**config.mk**
```make
export PLATFORM = sky130hd
export DESIGN_NAME = ram_port2_arbiter
export DESIGN_NICKNAME = d
export VERILOG_FILES = /design/src/rtl/ram_port2_arbiter.sv
export SDC_FILE = /design/constraint.sdc
export NUM_CORES = 1
export LEC_CHECK = 0
export CAP_MARGIN = 20
export CORE_AREA = 2 2 122 124
export CTS_BUF_LIST = sky130_fd_sc_hd__clkbuf_8 sky130_fd_sc_hd__clkbuf_16
export DETAILED_ROUTE_END_ITERATION = 12
export DIE_AREA = 0 0 124 126
export GPL_TIMING_DRIVEN = 1
export PLACE_DENSITY_LB_ADDON = 0.3
export SETUP_SLACK_MARGIN = 0.05
export SYNTH_ARGS = -nofsm -noshare
export SYNTH_HDL_FRONTEND = slang
export SYNTH_SLANG_ARGS = --single-unit
export TNS_END_PERCENT = 30
```
**constraint.sdc**
```tcl
create_clock -name clk -period 2.5 [get_ports clk]
set_input_delay 0.375 -clock clk [delete_from_list [all_inputs] [get_ports clk]]
set_output_delay 0.375 -clock clk [all_outputs]
set_load 0.1 [all_outputs]
```
**src/rtl/ram_port2_arbiter.sv**
```systemverilog
// Arbiter sharing memory port 2 between the load/store unit (m0) and the debug/loader master (m1).
// Define ARB_ROUND_ROBIN_EN for round-robin arbitration in IDLE; otherwise m0 has fixed priority.
//
// Handshake: a beat transfers at a posedge where mX_req & mX_gnt are both high. gnt is
// combinational from the current reqs and registered owner state. Request fields must stay
// stable while req is high and gnt is low. Reads return on mX_rvalid exactly one cycle later.
module ram_port2_arbiter #(
   parameter int INST_ADDR_WIDTH = 10,
   parameter int MAX_HOLD        = 16
) (
   input  logic        clk,
   input  logic        reset,
   input  logic        m0_req,
   input  logic        m0_we,
   input  logic        m0_lock,
   input  logic [31:0] m0_addr,
   input  logic [31:0] m0_wdata,
   input  logic [3:0]  m0_wstrb,
   output logic        m0_gnt,
   output logic        m0_rvalid,
   output logic [31:0] m0_rdata,
   input  logic        m1_req,
   input  logic        m1_we,
   input  logic        m1_lock,
   input  logic [31:0] m1_addr,
   input  logic [31:0] m1_wdata,
   input  logic [3:0]  m1_wstrb,
   output logic        m1_gnt,
   output logic        m1_rvalid,
   output logic [31:0] m1_rdata,
   output logic [31:0] ram_addr,
   output logic [31:0] ram_d,
   output logic        ram_we,
   output logic [3:0]  ram_wstrb,
   input  logic [31:0] ram_q,
   output logic [1:0]  fsm_state
);

   localparam int          AW       = INST_ADDR_WIDTH;
   localparam logic [7:0]  HOLD_LIM = 8'(MAX_HOLD);

   typedef enum logic [1:0] {
      ST_IDLE = 2'd0,
      ST_OWN0 = 2'd1,
      ST_OWN1 = 2'd2
   } state_t;

   state_t      state, state_nxt;
   logic [7:0]  hold_cnt, hold_cnt_nxt, hold_inc;
   logic        force_vld, force_vld_nxt;
   logic        force_idx, force_idx_nxt;
   logic        gnt0, gnt1;
   logic        xfer0, xfer1;
   logic        rd_pend, rd_src;
   logic [31:0] sel_addr;

`ifdef ARB_ROUND_ROBIN_EN
   logic        last_winner;
`endif

   assign xfer0    = m0_req & gnt0;
   assign xfer1    = m1_req & gnt1;
   assign hold_inc = hold_cnt + 8'd1;

   // State register, read-return pipeline and arbitration history.
   always_ff @(posedge clk) begin
      if (reset) begin
         state     <= ST_IDLE;
         hold_cnt  <= 8'd0;
         force_vld <= 1'b0;
         force_idx <= 1'b0;
         rd_pend   <= 1'b0;
         rd_src    <= 1'b0;
`ifdef ARB_ROUND_ROBIN_EN
         last_winner <= 1'b1;
`endif
      end else begin
         state     <= state_nxt;
         hold_cnt  <= hold_cnt_nxt;
         force_vld <= force_vld_nxt;
         force_idx <= force_idx_nxt;
         rd_pend   <= (xfer0 & ~m0_we) | (xfer1 & ~m1_we);
         rd_src    <= xfer1;
`ifdef ARB_ROUND_ROBIN_EN
         if (xfer0 | xfer1) last_winner <= xfer1;
`endif
      end
   end

   // Next-state: ownership, hold counting and forced release.
   always_comb begin
      state_nxt     = state;
      hold_cnt_nxt  = hold_cnt;
      force_vld_nxt = force_vld;
      force_idx_nxt = force_idx;
      if (xfer0 | xfer1) force_vld_nxt = 1'b0;
      case (state)
         ST_IDLE: begin
            if (xfer0 && m0_lock) begin
               state_nxt    = ST_OWN0;
               hold_cnt_nxt = 8'd0;
            end else if (xfer1 && m1_lock) begin
               state_nxt    = ST_OWN1;
               hold_cnt_nxt = 8'd0;
            end
         end
         ST_OWN0: begin
            if (xfer0) begin
               if (m1_req) hold_cnt_nxt = hold_inc;
               // Hold limit overrides the lock so m1 cannot be starved.
               if (m1_req && hold_inc >= HOLD_LIM) begin
                  state_nxt     = ST_IDLE;
                  force_vld_nxt = 1'b1;
                  force_idx_nxt = 1'b1;
               end else if (!m0_lock) begin
                  state_nxt = ST_IDLE;
               end
            end else if (!m0_req && !m0_lock) begin
               state_nxt = ST_IDLE;
            end
         end
         ST_OWN1: begin
            if (xfer1) begin
               if (m0_req) hold_cnt_nxt = hold_inc;
               if (m0_req && hold_inc >= HOLD_LIM) begin
                  state_nxt     = ST_IDLE;
                  force_vld_nxt = 1'b1;
                  force_idx_nxt = 1'b0;
               end else if (!m1_lock) begin
                  state_nxt = ST_IDLE;
               end
            end else if (!m1_req && !m1_lock) begin
               state_nxt = ST_IDLE;
            end
         end
         default: state_nxt = ST_IDLE;
      endcase
   end

   // Grant decode; both grants are held low throughout reset.
   always_comb begin
      gnt0 = 1'b0;
      gnt1 = 1'b0;
      if (!reset) begin
         case (state)
            ST_IDLE: begin
               if (m0_req && m1_req) begin
                  if (force_vld) begin
                     gnt0 = ~force_idx;
                     gnt1 = force_idx;
                  end else begin
`ifdef ARB_ROUND_ROBIN_EN
                     gnt0 = last_winner;
                     gnt1 = ~last_winner;
`else
                     gnt0 = 1'b1;
`endif
                  end
               end else begin
                  gnt0 = m0_req;
                  gnt1 = m1_req;
               end
            end
            ST_OWN0: gnt0 = m0_req;
            ST_OWN1: gnt1 = m1_req;
            default: ;
         endcase
      end
   end

   assign m0_gnt = gnt0;
   assign m1_gnt = gnt1;

   // Address fields outside the memory's word index pass through untouched.
   assign sel_addr  = gnt1 ? m1_addr : m0_addr;
   assign ram_addr  = {sel_addr[31:AW+2], sel_addr[AW+1:2], sel_addr[1:0]};
   assign ram_d     = gnt1 ? m1_wdata : m0_wdata;
   assign ram_we    = (gnt1 & m1_we) | (gnt0 & m0_we);
   assign ram_wstrb = gnt1 ? m1_wstrb : (gnt0 ? m0_wstrb : 4'd0);

   assign m0_rvalid = rd_pend & ~rd_src & ~reset;
   assign m1_rvalid = rd_pend &  rd_src & ~reset;
   assign m0_rdata  = ram_q;
   assign m1_rdata  = ram_q;
   assign fsm_state = state;

endmodule
```
-- Yosys cells after proc, flatten, opt, wreduce, memory -nomap -nowiden
Cells that the tools add are included.
- mux-type cells: 41
- multipliers: 0
- add/subtract/negate cells: 1
- shift-type cells: 0
- divide/modulo/power cells: 0
- reductions and logical operators: 17
- $lt $le $gt $ge: 1
- equality and inequality tests: 13
- bitwise logic cells: 18
- operator list (kind ; count):
    32-bit 2-to-1 mux ; 2
    8-bit 2-to-1 mux ; 6
    8-bit one-hot mux with 3 select lines ; 1
    2-bit 2-to-1 mux ; 10
    1-bit 2-to-1 mux ; 15
    2-bit inequality test (second input constant) ; 6
    1-bit AND ; 10
    5-bit AND reduction ; 2
    3-bit inequality test (second input constant) ; 3
    8-bit by 1-bit adder with 8-bit output (second input constant) ; 1
    8-bit by 5-bit greater-or-equal comparator with 1-bit output (second input constant) ; 1
    4-bit 2-to-1 mux ; 2
    4-bit inequality test (second input constant) ; 2
    1-bit one-hot mux with 2 select lines ; 4
    1-bit logical AND ; 7
    2-bit one-hot mux with 3 select lines ; 1
    6-bit AND reduction ; 1
    1-bit inverter ; 5
    1-bit zero test ; 4
    1-bit OR ; 3
    3-bit nonzero test ; 1
    2-bit by 1-bit equality test with 1-bit output (second input constant) ; 1
    2-bit equality test (second input constant) ; 1
    2-bit zero test ; 1
    2-bit nonzero test ; 1
- register bits: 14
- memory bits (writable): 0
- latch bits: 0
- output and inout port bits: 139
- bits of input ports: 176
- memories kept: 0
- ROM bits: 0

-- Longest topological paths before layout
Gate-level depths: netlist of run 1.
- depth after elaboration: 11
- mapped depth: 9
- depth with buffers taken out: 8

-- Least setup slack after synthesis of run 1
No wires, ideal clock.
- path kind: reg-to-output
- start point: reg state[1] (netlist: fsm_state[1])
- end point: out ram_d[22]
- data arrival time: 3.663 ns
- setup slack: -1.538 ns
- stages on the path, launching flop included: 9
- path buffers: 2
- cell sequence: dfxtp_1 ha_1 a31oi_2 nand2b_1 buf_2 inv_2 clkbuf_1 nand2_1 nand2_1
- word-level cells in the longest chain between the ends: 4
- elaborated cells between the ends (all ways): 5
- classes of those cells: eq/ne (1); mux (3); reduce/logical (1)
- ends and longest elaborated chain (what ; RTL line ; source):
    from (decl) ; 48 ; state_t state, state_nxt;
    from (signal assigned) ; 78 ; state <= state_nxt;
    2-bit equality test or 2-bit zero test (tied branches) ; 145 ; case (state)
    1-bit one-hot mux with 2 select lines (*) ; 145 ;
    1-bit 2-to-1 mux (*) ; 144 ; if (!reset) begin
    via m1_gnt ; 28 ; output logic m1_gnt,
    32-bit 2-to-1 mux (*) ; 177 ; assign ram_d = gnt1 ? m1_wdata : m0_wdata;
    to (decl) ; 32 ; output logic [31:0] ram_d,
Mark *: on every way through the listed nets, which the timed path passes. The rest lies on a longest branch.

-- Worst setup path after layout of run 1
- start point: reg state[0] (netlist: fsm_state[0])
- end point: out ram_d[30]
- word-level cells in the longest chain between the ends: 4
- elaborated cells between the ends (all ways): 5
- classes of those cells: eq/ne (1); mux (3); reduce/logical (1)
- ends and longest elaborated chain (what ; RTL line):
    2-bit equality test or 2-bit zero test (tied branches) ; 145
    1-bit one-hot mux with 2 select lines (*) ; 145
    1-bit 2-to-1 mux (*) ; 144
    32-bit 2-to-1 mux (*) ; 177
Every way passes the cells marked *; elsewhere a longest branch is shown, timed or not.

==> out/metrics.yaml, run 1 <==
pwr:
  leakage_nw: 2.50
  finalPower_mw: 5.11
  p_per_area_nw_per_um2: 897
  ir_drop_uv: 445
critical_path:
  cp-start-kind: "flip-flop"
  critPathArrivalTime_ns: 1.99
  cp_slowest_cell: "dfxtp_4"
  r2r-end: "fsm_state[1]"
  rr_startpoint: "hold_cnt[0]"
  crit_chain: "inv_2 -> ha_4 -> a31oi_4 -> nand2b_4 -> inv_8 -> bufbuf_16 -> nand2_2 -> nand2_8 -> buf_12"
  cp-endpoint: "ram_d[30]"
  crit_type: "reg2out"
  critPathRequiredTime_ns: 2.12
  cp-end-kind: "output pin"
  slowest_delay_ns: 0.37
  cp-startpoint: "fsm_state[0]"
  reg2reg_depth: 8
  crit_fanout: 7
  r2r_slack_ns: 0.21
yosys:
  ys_seq_area_share_pct: 12.0
  syn_nets: 582
  synth_edf_count: 0
  avgSynthCellArea_sq_um: 5.85
  ys_warn_count: 0
  syn_inst: 399
  synth_cell_types: 45
  synthFlopType: "dfxtp_1"
  ys_seq_elements: 14
  async_reset_ff_share_pct: 0
  syn_area_sq_um: 2330
timing:
  fin_crit_sh_pct: 94.6
  fin_skew_ns: 0.00469
  maxSlewHeadroom_pct: 68.0
  worst_pin_slew_ns: 0.480
  fin_tns_setup_ns: 0
  max_freq_ghz: 0.423
  setup_viol: 0
  hold_slack_ns: 0.519
  maxSlewViolCount: 0
  min_period_ns: 2.36
  rsz0062_at_grt: "yes"
  final-hold-violation-count: 0
floorplanning:
  die-width_microns: 124
  start_util_pct: 16.3
  row_count: 44
  die_h_microns: 126
  dieArea_sq_um: 15600
  num_io_pins: 315
  core_sq_um: 14300
cts:
  clk_latency_ns: 0.25
  cts_max_level: 1
  cts_tree: "built"
  clk_pin_slew_worst_paths_ns: 0.05
  root_buffer: "clkbuf_16"
  clock_sinks: 14
  clockBufferDepth: 2
  cts_made_buffers: 3
grt:
  grt_pass1_wl_mm: 17.3
  grt_antenna_before_repair: 0
  grt_max_degree: 35
  grt-ovfl-total: 0
  first_global_vias: 3116
  grt_util_all_layers_pct: 14.4
cells_and_area:
  fill_cells: 1416
  seqCellArea_sq_um: 288
  num_antenna_cells: 0
  final_nets: 747
  syn2layout_area_growth_pct: 144
  multi_input_area_sq_um: 1810
  drive_gt1_share_pct: 29.1
  final_area_sq_um: 5690
  final_util_pct: 39.8
placed_design:
  routabilityCongestion: 0.786
  placed_area_sq_um: 5360
  portBuffers: 218
  dp.final_hpwl_mm: 9.65
run_status:
  run_status: "finished clean"
job:
  cap_viol_max_count: 0
detailed_routing:
  postRouteAntennaNets: 0
  wl_per_cell_microns: 16.2
  routed_wl_mm: 12.1
  drt_iter0_drc: 97
  drc: 0
  vias: 3065
  vias_per_cell: 4.10
  drtPass1Iterations: 4
worst_hold_path:
  hold_path_class: "reg2reg"
==> layout make-up <==
cell class	count	share of cell area (%)
clock inverters	1	0.0659
multi-input cells	295	31.8
repair buffers	242	57.0
inverters	8	0.725
flip-flops and latches	14	5.05
well taps	184	4.04
clock buffers	3	1.32
==> logic make-up (layout without fill, tap and decap cells) <==
| kind of cell | count (synthesis) | in the layout | share of synthesized area, % |
|---|---|---|---|
| buf+inv | 90 | 254 | 25.4 |
| fa+ha+maj | 7 | 7 | 3.76 |
| simple gates | 244 | 244 | 44.2 |
| compound gates | 38 | 38 | 12.0 |
| flops | 14 | 14 | 12.0 |
| mux | 6 | 6 | 2.68 |
==> power by group <==
group	switching (mW)	internal, mW
Clock	0.0953	0.212
Sequential	0.0364	0.257
Combinational	2.79	1.72
==> repair_timing <==
item / CTS / global route
resized for setup: 26 / 9
setup buffers: 3 / 0
cloned: 3 / 0
pin swaps: 3 / 0
endpoints found under the setup margin: 68 / 22
hold buffers: 0 / 0
==> worst min-delay path by stage <==
| stage | slack, ns | depth (start not counted) | from | endpoint |
|---|---|---|---|---|
| 6_report | 0.52 | 2 | hold_cnt[3] | hold_cnt[3] |
| 5_1_grt | 0.54 | 2 | hold_cnt[2] | hold_cnt[2] |
| 4_1_cts | 0.52 | 2 | hold_cnt[3] | hold_cnt[3] |
| 3_5_place_dp | 0.51 | 2 | fsm_state[1] | fsm_state[1] |
| 3_3_place_gp | 0.49 | 2 | hold_cnt[7] | hold_cnt[7] |
| 2_1_floorplan | 0.47 | 1 | m0_we | rd_pend |
==> layout by cell type, fill, tap and decap left out, types with 3 or more instances in the layout <==
| cell | netlist | routed |
|---|---|---|
| nand2_1 | 199 | 168 |
| clkdlybuf4s50_1 | 0 | 142 |
| buf_12 | 0 | 79 |
| buf_4 | 65 | 15 |
| nand2_2 | 0 | 13 |
| dfxtp_1 | 14 | 12 |
| a21oi_1 | 12 | 11 |
| nand2_4 | 0 | 10 |
| nand3_1 | 9 | 9 |
| nand2_8 | 0 | 8 |
| o21ai_0 | 8 | 8 |
| a22o_4 | 0 | 5 |
| and2_1 | 5 | 5 |
| mux2i_1 | 4 | 4 |
| inv_1 | 6 | 4 |
| inv_2 | 2 | 3 |
| nor2_1 | 4 | 3 |
| or3_1 | 3 | 3 |
| nand2b_1 | 5 | 3 |
| and3_1 | 3 | 3 |
| ha_1 | 7 | 3 |
| clkbuf_16 | 0 | 3 |
==> critical path, delay by kind of cell, from the launching register on <==
kind / cells / cell delay, ns
DFF: 1 / 0.37
adders and majority gates: 1 / 0.19
AOI/OAI and AO/OA: 1 / 0.19
and+or+nand+nor: 3 / 0.42
buffers and inverters: 4 / 0.57
==> Yosys cell counts (5+ instances only) <==
master | count | area [sq um]
nand2_1 | 199 | 747
buf_4 | 65 | 488
dfxtp_1 | 14 | 280
a21oi_1 | 12 | 60.1
clkbuf_1 | 9 | 33.8
nand3_1 | 9 | 45.0
buf_2 | 8 | 40.0
o21ai_0 | 8 | 40.0
ha_1 | 7 | 87.6
a22o_1 | 6 | 52.6
inv_1 | 6 | 22.5
and2_1 | 5 | 31.3
nand2b_1 | 5 | 31.3
==> state kept, by name, indices dropped and copies added, names as in the netlist <==
signal / flops
force_idx: 1
force_vld: 1
fsm_state: 2
hold_cnt: 8
rd_pend: 1
rd_src: 1
==> layer usage <==
| layer | vias up | global-route usage, % | routed length, microns |
|---|---|---|---|
| met2 | 162 | 28.7 | 6660 |
| met1 | 1358 | 15.3 | 4300 |
| li1 | 1537 | - | - |
| met5 | - | 0 | 0 |
| met3 | 8 | 3.44 | 1120 |
| met4 | 0 | 1.59 | 53 |
==> through the flow <==
step | cells | setup slack (ns)
4_1_cts | 747 | 0.0473
6_report | 747 | 0.136
3_5_place_dp | 737 | -0.138
3_3_place_gp | 737 | -0.120
2_1_floorplan | 399 | -0.258
5_1_grt | 747 | 0.0482
Note: power is estimated with default switching activity, not from simulation.
==> run 2, diff against run 1 <==
- CTS_BUF_LIST: sky130_fd_sc_hd__clkbuf_8 sky130_fd_sc_hd__clkbuf_16 -> sky130_fd_sc_hd__clkbuf_16
==> results of run 2 <==
No change in the layout: final DEF, timing and power equal those of run 1.
==> run 3, diff against run 2 <==
- CAP_MARGIN: 20 -> 30
- GPL_TIMING_DRIVEN: 1 -> 0
- PLACE_DENSITY: unset -> 0.67
- PLACE_DENSITY_LB_ADDON: 0.3 -> unset
==> out/metrics.yaml, run 3 (synthesis results as in run 1) <==
cells_and_area:
  regMostFlops: "hold_cnt"  # unchanged
  drive_gt1_share_pct: 32.0  # was 29.1%
  largest_register_ffs: 8  # unchanged
  syn2layout_area_growth_pct: 172  # was 144%
  num_antenna_cells: 0  # unchanged
  final_common_cell: "clkdlybuf4s50_1"  # was nand2_1
  final_nets: 874  # was 747
  finalNonFillerCells: 874  # was 747
  layout_common_cells: "clkdlybuf4s50_1 (206), nand2_1 (171), buf_4 (75)"  # was nand2_1 (168), clkdlybuf4s50_1 (142), buf_12 (79)
placed_design:
  routabilityCongestion: 0.831  # was 0.786
  dp_cells: 867  # was 737
  dp.final_hpwl_mm: 10.5  # was 9.65 mm
  portBuffers: 282  # was 218
timing:
  rsz0062_at_grt: "yes"  # unchanged
  max_freq_ghz: 0.415  # was 0.423 GHz
  maxSlewViolCount: 0  # unchanged
  setup_viol: 0  # unchanged
  fin_crit_sh_pct: 96.3  # was 94.6%
  maxSlewHeadroom_pct: 30.4  # was 68.0%
  fin_tns_setup_ns: 0  # unchanged
  worst_pin_slew_ns: 1.04  # was 0.480 ns
  final-hold-violation-count: 0  # unchanged
  fin_skew_ns: 0.00440  # was 0.00469 ns
  min_period_ns: 2.41  # was 2.36 ns
floorplanning:
  die-width_microns: 124  # unchanged
  row_count: 44  # unchanged
  start_util_pct: 16.3  # unchanged
  core_sq_um: 14300  # unchanged
  dieArea_sq_um: 15600  # unchanged
  die_h_microns: 126  # unchanged
  num_io_pins: 315  # unchanged
cts:
  cts_max_level: 1  # unchanged
  clock_sinks: 14  # unchanged
  root_buffer: "clkbuf_16"  # unchanged
  clockBufferDepth: 2  # unchanged
  clk_pin_slew_worst_paths_ns: 0.05  # about the same
  cts_made_buffers: 3  # unchanged
  cts_tree: "built"  # unchanged
  clk_latency_ns: 0.25  # about the same
  postCtsHoldBufs: 0  # unchanged
worst_hold_path:
  hold_path_class: "reg2reg"  # unchanged
detailed_routing:
  wl_per_cell_microns: 14.6  # was 16.2 microns
  postRouteAntennaNets: 0  # unchanged
  drc: 0  # unchanged
  routed_wl_mm: 12.7  # was 12.1 mm
  drt_iter0_drc: 89  # was 97
  drtPass1Iterations: 4  # unchanged
  vias: 3509  # was 3065
  vias_per_cell: 4.01  # was 4.10
grt:
  first_global_vias: 3220  # was 3116
  grt_util_all_layers_pct: 14.4  # about the same
  grt_antenna_before_repair: 0  # unchanged
  grt-ovfl-total: 0  # unchanged
  grt_max_degree: 11  # was 35
  grt_pass1_wl_mm: 17.5  # was 17.3 mm
critical_path:
  critPathRequiredTime_ns: 2.12  # about the same
  cp-end-kind: "output pin"  # unchanged
  crit_type: "reg2out"  # unchanged
  critPathArrivalTime_ns: 2.03  # was 1.99 ns
  cp-start-kind: "flip-flop"  # unchanged
  crit_fanout: 10  # was 7
pwr:
  finalPower_mw: 5.27  # was 5.11 mW
  ir_drop_uv: 556  # was 445 uV
  leakage_nw: 2.86  # was 2.50 nW
  p_per_area_nw_per_um2: 831  # was 897 nW/um^2
run_status:
  run_status: "finished clean"  # unchanged
job:
  cap_viol_max_count: 0  # unchanged
## run 3: cell count changes in the layout (fill, tap and decap cells not counted), moves of 3 or more
cell / before / now
buf_12: 79 / 30
buf_4: 15 / 75
clkbuf_8: 0 / 4
buf_2: 0 / 4
buf_6: 1 / 28
clkdlybuf4s50_1: 142 / 206
nand2_1: 168 / 171
buf_8: 1 / 13
## run 3: area by class of cell
class	instances	area (sq um)
Multi-Input combinational cell	295	1790
Buffer	82	681
Sequential cell	14	288
Timing Repair Buffer	287	3240
Inverter	8	38.8
Fill cell	1439	7970
Tap cell	184	230
Clock buffer	3	75.1
Clock inverter	1	3.75
## run 3: final timing paths
kind | startpoint | end | slack [ns] | cells past startpoint
setup / recovery | fsm_state[0] | ram_addr[18] | 0.09 | 10
hold / removal | hold_cnt[7] | hold_cnt[7] | 0.51 | 2
setup reg to reg | hold_cnt[0] | fsm_state[0] | 0.22 | 7
hold reg to reg | hold_cnt[7] | hold_cnt[7] | 0.51 | 2
## run 3: repair_timing
item,in CTS,in global routing
gates resized for setup,567,55
pin swaps,1,0
setup endpoints to repair,73,70
setup buffers,1,3
hold endpoints to repair,0,0
## run 3: critical path: stages, from the launching register on
cell and delay, ns:
dfxtp_4 0.36, inv_2 0.11, ha_2 0.23, a31oi_4 0.09
nand2b_4 0.15, buf_8 0.14, inv_6 0.13, clkbuf_8 0.19
nand2_1 0.06, nand2_1 0.05, buf_4 0.28
## run 3: power breakdown
group	internal, mW	switching, mW	leakage (nW)
combinational	1.52	3.14	2.71
sequential	0.257	0.0348	0.115
clock	0.213	0.105	0.0385
total	1.99	3.28	2.86
## run 3: per-stage QoR
| stage | setup WS (ns) | hold slack, ns | utilization, % | cell area (sq um) |
|---|---|---|---|---|
| final | 0.0931 | 0.512 | 44.3 | 6350 |
| after global routing | 0.0124 | 0.545 | 44.3 | 6350 |
| after CTS | 0.0393 | 0.507 | 42.7 | 6110 |
| after detailed placement | -1.68 | 0.500 | 39.8 | 5700 |
| after global placement | -1.69 | 0.495 | 39.4 | 5640 |
| after floorplan | -0.258 | 0.469 | - | 2590 |
## run 3: routing by layer
metal	share of wire, %	GRT usage, %	vias up	wire [microns]
met5	0	0	-	0
met2	51	26.4	175	6450
met3	11	4.21	6	1460
met1	37	16.6	1533	4760
met4	0.51	2.18	0	65
li1	-	-	1795	-
